File: src/rtl/pipe_pkg.sv
// -----------------------------------------------------------------------------
// pipe_pkg
//   Shared types and constants for the in-order pipeline stage registers.
//   - skid_state_e : occupancy state of a 2-entry valid/ready skid buffer
//   - DEF_ADDR_W / DEF_INST_W : default address / instruction widths
//   - DEF_NOP_INST : instruction word shown to decode when nothing is valid
//   - if_id_t      : IF->ID payload at the default widths (pc, inst)
//   - state_occ()  : entry count held in a given skid state
// -----------------------------------------------------------------------------
package pipe_pkg;

  typedef enum logic [1:0] {
    EMPTY = 2'd0,
    BUSY  = 2'd1,
    FULL  = 2'd2
  } skid_state_e;

  localparam int DEF_ADDR_W = 32;
  localparam int DEF_INST_W = 32;

  localparam logic [DEF_INST_W-1:0] DEF_NOP_INST = {DEF_INST_W{1'b0}};

  // Payload layout at the default widths; wider/narrower instances of
  // if_id_skid declare the same {pc, inst} layout with their own widths.
  typedef struct packed {
    logic [DEF_ADDR_W-1:0] pc;
    logic [DEF_INST_W-1:0] inst;
  } if_id_t;

  // Number of entries held in each state.
  function automatic logic [1:0] state_occ(input skid_state_e st);
    logic [1:0] occ;
    case (st)
      EMPTY:   occ = 2'd0;
      BUSY:    occ = 2'd1;
      FULL:    occ = 2'd2;
      default: occ = 2'd0;
    endcase
    return occ;
  endfunction

endpackage

File: src/rtl/skid_buf.sv
// -----------------------------------------------------------------------------
// skid_buf
//   Generic 2-entry valid/ready skid buffer on a packed payload type T.
//   MAIN drives the output; SKID catches the one entry that arrives while the
//   consumer stalls after o_ready was already high. o_ready is registered so
//   the consumer's i_ready never reaches the producer combinationally.
//
// Ports
//   clk          clock, rising edge
//   rst          asynchronous reset, active-low
//   i_flush      synchronous squash of all held entries (wins over input)
//   i_valid      producer offers i_data
//   o_ready      buffer can accept an entry this cycle (registered)
//   i_data       producer payload
//   o_valid      o_data holds a valid entry (registered)
//   i_ready      consumer takes o_data this cycle
//   o_data       head-of-queue payload (MAIN); undefined when !o_valid
//   o_occupancy  entries held, 0..2 (registered)
// -----------------------------------------------------------------------------
module skid_buf
  import pipe_pkg::*;
#(
  parameter type T = logic [7:0]
) (
  input  logic       clk,
  input  logic       rst,
  input  logic       i_flush,
  input  logic       i_valid,
  output logic       o_ready,
  input  T           i_data,
  output logic       o_valid,
  input  logic       i_ready,
  output T           o_data,
  output logic [1:0] o_occupancy
);

  skid_state_e r_state;
  skid_state_e w_state_nxt;
  logic        r_ready;
  logic        r_valid;
  logic [1:0]  r_occ;
  T            r_main;
  T            r_skid;

  logic w_in_xfer;
  logic w_out_xfer;
  logic w_load_main;
  logic w_main_from_skid;
  logic w_load_skid;

  assign w_in_xfer  = i_valid & r_ready;
  assign w_out_xfer = r_valid & i_ready;

  // Next-state and data-steering decode.
  always_comb begin
    w_state_nxt      = r_state;
    w_load_main      = 1'b0;
    w_main_from_skid = 1'b0;
    w_load_skid      = 1'b0;
    if (i_flush) begin
      // Everything in flight is discarded, including an entry offered on
      // this very edge; a concurrent output transfer was still consumed.
      w_state_nxt = EMPTY;
    end else begin
      case (r_state)
        EMPTY: begin
          if (w_in_xfer) begin
            w_state_nxt = BUSY;
            w_load_main = 1'b1;
          end else begin
            w_state_nxt = EMPTY;
          end
        end
        BUSY: begin
          if (w_in_xfer && w_out_xfer) begin
            w_state_nxt = BUSY;
            w_load_main = 1'b1;
          end else if (w_in_xfer) begin
            w_state_nxt = FULL;
            w_load_skid = 1'b1;
          end else if (w_out_xfer) begin
            w_state_nxt = EMPTY;
          end else begin
            w_state_nxt = BUSY;
          end
        end
        FULL: begin
          // o_ready is low here, so no input transfer can coincide.
          if (w_out_xfer) begin
            w_state_nxt      = BUSY;
            w_main_from_skid = 1'b1;
          end else begin
            w_state_nxt = FULL;
          end
        end
        default: begin
          w_state_nxt = EMPTY;
        end
      endcase
    end
  end

  // Control registers: state plus the registered handshake/status outputs,
  // all derived from the next state so they are valid right after each edge.
  always_ff @(posedge clk or negedge rst) begin
    if (!rst) begin
      r_state <= EMPTY;
      r_ready <= 1'b0;
      r_valid <= 1'b0;
      r_occ   <= 2'd0;
    end else begin
      r_state <= w_state_nxt;
      r_ready <= (w_state_nxt != FULL);
      r_valid <= (w_state_nxt != EMPTY);
      r_occ   <= state_occ(w_state_nxt);
    end
  end

  // Payload registers; never observed while invalid, so left without reset.
  always_ff @(posedge clk) begin
    if (w_load_main) begin
      r_main <= i_data;
    end else if (w_main_from_skid) begin
      r_main <= r_skid;
    end else begin
      r_main <= r_main;
    end
    if (w_load_skid) begin
      r_skid <= i_data;
    end else begin
      r_skid <= r_skid;
    end
  end

  assign o_ready     = r_ready;
  assign o_valid     = r_valid;
  assign o_data      = r_main;
  assign o_occupancy = r_occ;

endmodule

File: src/rtl/if_id_skid.sv
// -----------------------------------------------------------------------------
// if_id_skid
//   IF->ID pipeline stage with valid/ready handshake and a 2-entry skid
//   buffer. Fetch runs at full rate while decode accepts; when decode stalls
//   the stage absorbs one extra entry before dropping if_ready. A flush from
//   branch/jump resolution squashes everything held. When nothing is valid
//   the decoder sees pc 0 and NOP_INST.
//
// Ports
//   clk        clock, rising edge
//   rst        asynchronous reset, active-low
//   flush      squash all buffered entries
//   if_valid   IF presents if_pc/if_inst
//   if_ready   stage can accept this cycle (registered)
//   if_pc      fetched address
//   if_inst    fetched instruction
//   id_valid   id_pc/id_inst hold a valid entry
//   id_ready   ID consumes the entry this cycle
//   id_pc      address to decode (0 when !id_valid)
//   id_inst    instruction to decode (NOP_INST when !id_valid)
//   occupancy  entries held, 0..2
// -----------------------------------------------------------------------------
module if_id_skid
  import pipe_pkg::*;
#(
  parameter int                ADDR_W   = DEF_ADDR_W,
  parameter int                INST_W   = DEF_INST_W,
  parameter logic [INST_W-1:0] NOP_INST = {INST_W{1'b0}}
) (
  input  logic              clk,
  input  logic              rst,
  input  logic              flush,
  input  logic              if_valid,
  output logic              if_ready,
  input  logic [ADDR_W-1:0] if_pc,
  input  logic [INST_W-1:0] if_inst,
  output logic              id_valid,
  input  logic              id_ready,
  output logic [ADDR_W-1:0] id_pc,
  output logic [INST_W-1:0] id_inst,
  output logic [1:0]        occupancy
);

  // Same {pc, inst} layout as pipe_pkg::if_id_t, sized by this instance.
  typedef struct packed {
    logic [ADDR_W-1:0] pc;
    logic [INST_W-1:0] inst;
  } payload_t;

  payload_t   w_in;
  payload_t   w_out;
  logic       w_valid;
  logic       w_ready;
  logic [1:0] w_occ;

  assign w_in.pc   = if_pc;
  assign w_in.inst = if_inst;

  skid_buf #(
    .T (payload_t)
  ) u_skid (
    .clk         (clk),
    .rst         (rst),
    .i_flush     (flush),
    .i_valid     (if_valid),
    .o_ready     (w_ready),
    .i_data      (w_in),
    .o_valid     (w_valid),
    .i_ready     (id_ready),
    .o_data      (w_out),
    .o_occupancy (w_occ)
  );

  // Bubble substitution: decode sees a clean NOP at pc 0 while invalid.
  // Both sides of the mux come straight from registers.
  always_comb begin
    if (w_valid) begin
      id_pc   = w_out.pc;
      id_inst = w_out.inst;
    end else begin
      id_pc   = {ADDR_W{1'b0}};
      id_inst = NOP_INST;
    end
  end

  assign if_ready  = w_ready;
  assign id_valid  = w_valid;
  assign occupancy = w_occ;

endmodule
File: config.mk
export PLATFORM = sky130hd
export DESIGN_NAME = if_id_skid
export DESIGN_NICKNAME = d
export VERILOG_FILES = /design/src/rtl/pipe_pkg.sv /design/src/rtl/skid_buf.sv /design/src/rtl/if_id_skid.sv
export SDC_FILE = /design/constraint.sdc
export NUM_CORES = 1
export LEC_CHECK = 0
export BUFFER_PORTS_ARGS = -buffer_cell sky130_fd_sc_hd__buf_4
export CORE_MARGIN = 5
export CORE_UTILIZATION = 45
export CTS_BUF_LIST = sky130_fd_sc_hd__clkbuf_16
export DETAILED_ROUTE_END_ITERATION = 16
export HOLD_SLACK_MARGIN = 0.1
export PLACE_DENSITY = 0.74
export SYNTH_ARGS = -nofsm -noshare
export SYNTH_HDL_FRONTEND = slang
export SYNTH_SLANG_ARGS = --single-unit
File: constraint.sdc
create_clock -name clk -period 5.6 [get_ports clk]
set_input_delay 1.12 -clock clk [delete_from_list [all_inputs] [get_ports clk]]
set_output_delay 1.12 -clock clk [all_outputs]
set_load 0.01 [all_outputs]
==> impl_metrics.py, run 1 <==
metrics = {
    "status": {
        "status": "finished clean",
    },
    "cells_and_area": {
        "multi_input_area_um2": 1331,
        "fin_util_pct": 60.49,
        "fillers": 923,
        "areaGrowthSynthToFinish_pct": 33.25,
        "fin_nets": 519,
        "layout-drive-gt1-share_pct": 40.13,
        "layout_common_cells": "139 x buf_4, 128 x edfxtp_1, 66 x and2_1",
        "antennaDiodeCount": 0,
        "seq_area_um2": 3995,
        "mostFrequentLayoutCell": "buf_4",
    },
    "die": {
        "fp.dieW_um": 119.6,
        "fp.coreArea_um2": 11910,
        "initial_core_util_pct": 45.40,
        "ioPinCount": 137,
        "die-area_um2": 14310,
        "row_count": 40,
        "die_y_um": 119.6,
    },
    "yosys": {
        "synth_edf_count": 128,
        "syn_area_um2": 5408,
        "netlist_instances": 304,
        "synth_xor_area_share_pct": 0,
        "synthSimpleGateAreaFrac_pct": 9.324,
        "synth-compound-area-share_pct": 1.134,
        "yosys_warnings": 0,
        "synth-seq-cells": 134,
        "synth_top_family_by_area": "multiplexers",
        "yosysSeqAreaShare_pct": 73.85,
        "ys_async_sr_fraction_pct": 4.478,
        "synth_cell_types": 27,
        "synth-main-ff-cell": "edfxtp_1",
        "muxShareOfSynthArea_pct": 13.33,
        "syn_area_per_cell_um2": 17.79,
        "synth_nets": 375,
        "synthAdderAreaFrac_pct": 0.4627,
    },
    "critical_path": {
        "crit_arrival_ps": 3370,
        "cp_common_cell": "nand2_1",
        "r2r_start": "u_skid.o_valid",
        "reg2reg_setup_slack_ps": 2390,
        "worstPathCellList": "nand2_1 > inv_1 > ha_1 > nand2_1 > a211oi_4 > buf_4 > mux2_2",
        "end_kind": "flop",
        "rr_worst_depth": 7,
        "cp_max_fo": 67,
        "max_stage_delay_ps": 950,
        "required_ps": 5760,
        "slowest_stage": "dfrtp_2",
        "crit_type": "reg2reg",
        "reg2reg_to": "u_skid.o_data[57]",
        "cp-start-kind": "flop",
    },
    "routing": {
        "via_per_inst": 4.959,
        "ant_nets": 0,
        "route.detailed.drc": 0,
        "first_pass_iters": 4,
        "via_count": 3015,
        "drtIter0Drc": 133,
        "wirelength_mm": 10.22,
        "wire_per_inst_um": 16.81,
    },
    "grt": {
        "antenna_found_initial": 0,
        "grt_pass1_wl_mm": 16.09,
        "grt_pass1_vias": 3116,
        "grt_usage_pct": 14.78,
        "grt_remaining_overflow": 0,
        "grt_max_degree": 68,
    },
    "power_and_ir_drop": {
        "leakage_nw": 2.799,
        "power_density_nw_per_um2": 364.7,
        "max-vdd-ir-drop_mv": 0.2337,
    },
    "timing": {
        "worstMarginPinSlew_ps": 916.3,
        "max_slew_margin_pct": 38.75,
        "hold_viol_final": 0,
        "whs_ps": 503.6,
        "rsz0062_at_grt": "false",
        "finalMaxSlewViolations": 0,
        "finalSetupTns_ps": 0,
        "skew_ps": 6.479,
        "finalCriticalPeriod_ps": 3207,
        "setup_viol": 0,
        "fin_crit_sh_pct": 57.27,
        "fmax_mhz": 311.8,
    },
    "placement": {
        "portBuffers": 136,
        "gp_congestion": 0.8360,
        "place_hpwl_mm": 6.614,
    },
    "cts": {
        "clockRootBuffer": "clkbuf_16",
        "cts_htree_levels": 4,
        "numCtsBuffers": 17,
        "clock-sinks": 134,
        "cts_tree": "yes",
        "cts_resized": 0,
        "cts_max_path_buffers": 2,
        "clk_pin_slew_ps": 50,
        "cts_hold_buf": 0,
        "clk_latency_ps": 410,
        "post_cts.repair.setup_buffers": 0,
    },
    "job": {
        "drv_cap": 0,
    },
    "hold_path": {
        "holdCritPathClass": "in2async",
    },
}
[logic make-up (layout without fill, tap and decap cells)]
family	after synthesis	after routing
buffers and inverters	16	173
and+or+nand+nor	80	80
AOI/OAI and AO/OA	8	8
DFF	134	134
adders and majority gates	2	2
muxes	64	64
[per-stage QoR]
stage | setup slack (ps) | cell area, um2 | power (W) | instances
5_1_grt | 2099 | 7206 | 0.002727 | 608
2_1_floorplan | 870.3 | 5408 | 0.001319 | 304
6_report | 2393 | 7206 | 0.002628 | 608
3_5_place_dp | 2268 | 6561 | 0.001442 | 576
4_1_cts | 2318 | 7206 | 0.002661 | 608
3_3_place_gp | 2328 | 6561 | 0.001434 | 576
[worst max-delay path, delay by kind of cell (launching register included)]
kind | cells | cell delay [ps]
adders and majority gates | 1 | 150
DFF | 1 | 950
buffers and inverters | 2 | 840
AOI/OAI and AO/OA | 1 | 250
and+or+nand+nor | 2 | 310
muxes | 1 | 410
[registers in the layout, summed over array words and instances, names as in the netlist]
signal,flops
u_skid.r_skid,64
u_skid.r_state,2
u_skid.o_valid,1
u_skid.o_ready,1
u_skid.o_occupancy,2
u_skid.o_data,64
[area by class of cell]
cell class / count / area share, %
Sequential cell: 134 / 55.44
Multi-Input combinational cell: 154 / 18.48
Timing Repair Buffer: 139 / 14.48
Clock buffer: 17 / 5.904
Clock inverter: 15 / 3.039
Tap cell: 147 / 2.553
Inverter: 2 / 0.1042
[cell usage after synthesis, drive strengths merged (2+ instances only)]
cell,n,area share [%]
nand3,2,0.19
nand2,2,0.14
edfxtp,128,71
clkbuf,7,0.49
ha,2,0.46
mux2,64,13
inv,2,0.14
nor2b,2,0.23
and2,66,7.6
nand2b,2,0.23
a21oi,2,0.19
buf,7,1.3
and3,2,0.23
dfrtp,6,2.8
[routing by layer]
metal	track usage [%]	up-vias	wire [um]
met2	23.38	107	4863
met3	6.126	18	765
met1	17.62	1468	4392
met5	0	-	0
met4	6.872	0	198
li1	-	1422	-
[where the power goes]
part	internal, W	total, W	switching (W)	leakage (nW)
Combinational	0.000126	0.000238	0.000112	1.23
Sequential	0.00116	0.00118	0.0000230	1.25
Clock	0.000822	0.00121	0.000390	0.317
[how the worst max path moves through the flow]
stage                              start           endpoint  cells past startpoint
after floorplan                 id_ready   u_skid.o_data[0]                      2
after global placement          id_ready  u_skid.o_data[57]                      8
after detailed placement        id_ready  u_skid.o_data[60]                      8
after CTS                 u_skid.o_valid   u_skid.o_data[2]                      7
after global routing      u_skid.o_valid  u_skid.o_data[55]                      7
final                     u_skid.o_valid  u_skid.o_data[57]                      7
(Power assumes the default switching activity.)
==> run 2, diff against run 1 <==
==> constraint.sdc (replaced) <==
create_clock -name clk -period 3.15 [get_ports clk]
set_input_delay 0.63 -clock clk [delete_from_list [all_inputs] [get_ports clk]]
set_output_delay 0.63 -clock clk [all_outputs]
set_load 0.01 [all_outputs]
==> impl_metrics.py, run 2 (synthesis results as in run 1) <==
metrics = {
    "hold_path": {
        "holdCritPathClass": "in2reg",
    },
    "timing": {
        "finalCriticalPeriod_ps": 2204,
        "rsz0062_at_grt": "false",
        "fmax_mhz": 453.7,
        "max_slew_margin_pct": 62.91,
        "finalSetupTns_ps": 0,
        "hold_viol_final": 0,
        "finalMaxSlewViolations": 0,
        "worstMarginPinSlew_ps": 554.9,
        "skew_ps": 12.37,
        "fin_crit_sh_pct": 69.97,
        "setup_viol": 0,
        "finalWorstSetupSlack_ps": 946.0,
    },
    "routing": {
        "drtIter0Drc": 177,
        "ant_nets": 0,
        "via_per_inst": 4.868,
        "first_pass_iters": 4,
        "wirelength_mm": 10.58,
        "wire_per_inst_um": 17.26,
        "via_count": 2984,
        "route.detailed.drc": 0,
    },
    "power_and_ir_drop": {
        "power.switching_w": 0.0009234,
        "power_density_nw_per_um2": 597.2,
        "swShare_pct": 21.61,
        "leakage_nw": 2.797,
        "p_clk_share_pct": 40.7,
        "seq_power_share_pct": 48.6,
        "totalPowerFinal_w": 0.004272,
        "power.internal_w": 0.003349,
        "combPwrFrac_pct": 10.7,
        "max-vdd-ir-drop_mv": 0.3058,
    },
    "grt": {
        "grt_usage_pct": 15.42,
        "grt_remaining_overflow": 0,
        "grt_pass1_vias": 3278,
        "grt_pass1_wl_mm": 17.04,
        "grt_max_degree": 65,
        "antenna_found_initial": 0,
    },
    "cells_and_area": {
        "finish.instance_area_um2": 7154,
        "layout_common_cells": "141 x buf_4, 128 x edfxtp_1, 66 x and2_1",
        "mostFrequentLayoutCell": "buf_4",
        "fin_nets": 524,
        "antennaDiodeCount": 0,
        "layout-drive-gt1-share_pct": 40.77,
        "areaGrowthSynthToFinish_pct": 32.30,
    },
    "cts": {
        "cts_max_path_buffers": 2,
        "clockRootBuffer": "clkbuf_16",
        "cts_resized": 0,
        "clk_pin_slew_ps": 60,
        "cts_tree": "yes",
        "numCtsBuffers": 17,
        "post_cts.repair.setup_buffers": 0,
        "clk_latency_ps": 400,
        "cts_htree_levels": 4,
        "clock-sinks": 134,
    },
    "die": {
        "fp.coreArea_um2": 11910,
        "die-area_um2": 14310,
        "row_count": 40,
        "fp.dieW_um": 119.6,
        "die_y_um": 119.6,
        "ioPinCount": 137,
        "initial_core_util_pct": 45.40,
    },
    "critical_path": {
        "crit_type": "reg2reg",
        "cp-start-kind": "flop",
        "required_ps": 3300,
        "crit_arrival_ps": 2350,
        "cp_max_fo": 64,
        "end_kind": "flop",
    },
    "placement": {
        "place_hpwl_mm": 7.068,
        "post-place-ws_ps": 649.1,
        "gp_congestion": 0.8201,
        "portBuffers": 136,
        "dpl_cell_area_um2": 6616,
    },
    "job": {
        "drv_cap": 0,
    },
    "status": {
        "status": "finished clean",
    },
}
run 2: cell count changes in the layout (fill, tap and decap cells not counted):
cell and delta:
dlygate4sd3_1 +1, clkinv_2 +4, buf_4 +2, clkinv_4 +2
inv_1 +4, bufinv_16 -5, buf_12 +2, clkinv_1 -5
run 2: worst max-delay path, cell delays in order, from the launching register on:
cell and delay, ps:
dfrtp_1 420, and2_1 190, ha_1 160, nand2_1 80, a211oi_4 300, buf_12 370
mux2_2 390
run 2: final timing paths:
path | depth (start not counted) | end | slack, ps | startpoint
setup / recovery | 6 | u_skid.o_data[58] | 950 | u_skid.o_ready
hold / removal | 1 | u_skid.r_skid[42] | 410 | if_pc[10]
setup reg to reg | 6 | u_skid.o_data[58] | 950 | u_skid.o_ready
hold reg to reg | 1 | u_skid.o_data[27] | 520 | u_skid.r_skid[27]
max in group asynchronous | 2 | u_skid.o_valid | 2450 | rst
min in group asynchronous | 2 | u_skid.o_occupancy[0] | 570 | rst
run 2: power groups by stage:
| stage | clock, W | sequential [W] | combinational, W |
|---|---|---|---|
| 6_report | 0.00174 | 0.00207 | 0.000459 |
| 5_1_grt | 0.00188 | 0.00208 | 0.000503 |
| 4_1_cts | 0.00178 | 0.00208 | 0.000471 |
| 3_5_place_dp | 0 | 0.00211 | 0.000467 |
| 3_3_place_gp | 0 | 0.00211 | 0.000455 |
| 2_1_floorplan | 0 | 0.00211 | 0.000232 |
run 2: layer usage:
layer / up-vias / routed length [um] / GRT usage, %
li1: 1429 / - / -
met2: 94 / 5497 / 26.80
met3: 6 / 736 / 6.032
met4: 0 / 58 / 4.724
met1: 1455 / 4287 / 17.59
met5: - / 0 / 0
run 2: area by class of cell:
class                           count  area, um2
Fill cell                         912       4757
Sequential cell                   134       3995
Multi-Input combinational cell    154       1331
Timing Repair Buffer              144       1109
Clock buffer                       17      425.4
Tap cell                          147      183.9
Clock inverter                     15      102.6
Inverter                            2      7.507
run 2: repair_timing:
| item | CTS | global route |
|---|---|---|
| hold endpoints to repair | 6 | 0 |
| setup endpoints to repair | 0 | 0 |
| hold buffers | 1 | 0 |
run 2: stage by stage:
step,utilization (%),hold WS [ps],instances
3_5_place_dp,55.55,442.3,580
4_1_cts,60.06,393.4,613
2_1_floorplan,-,334.4,304
5_1_grt,60.06,390.4,613
3_3_place_gp,55.55,441.3,580
6_report,60.06,407.7,613
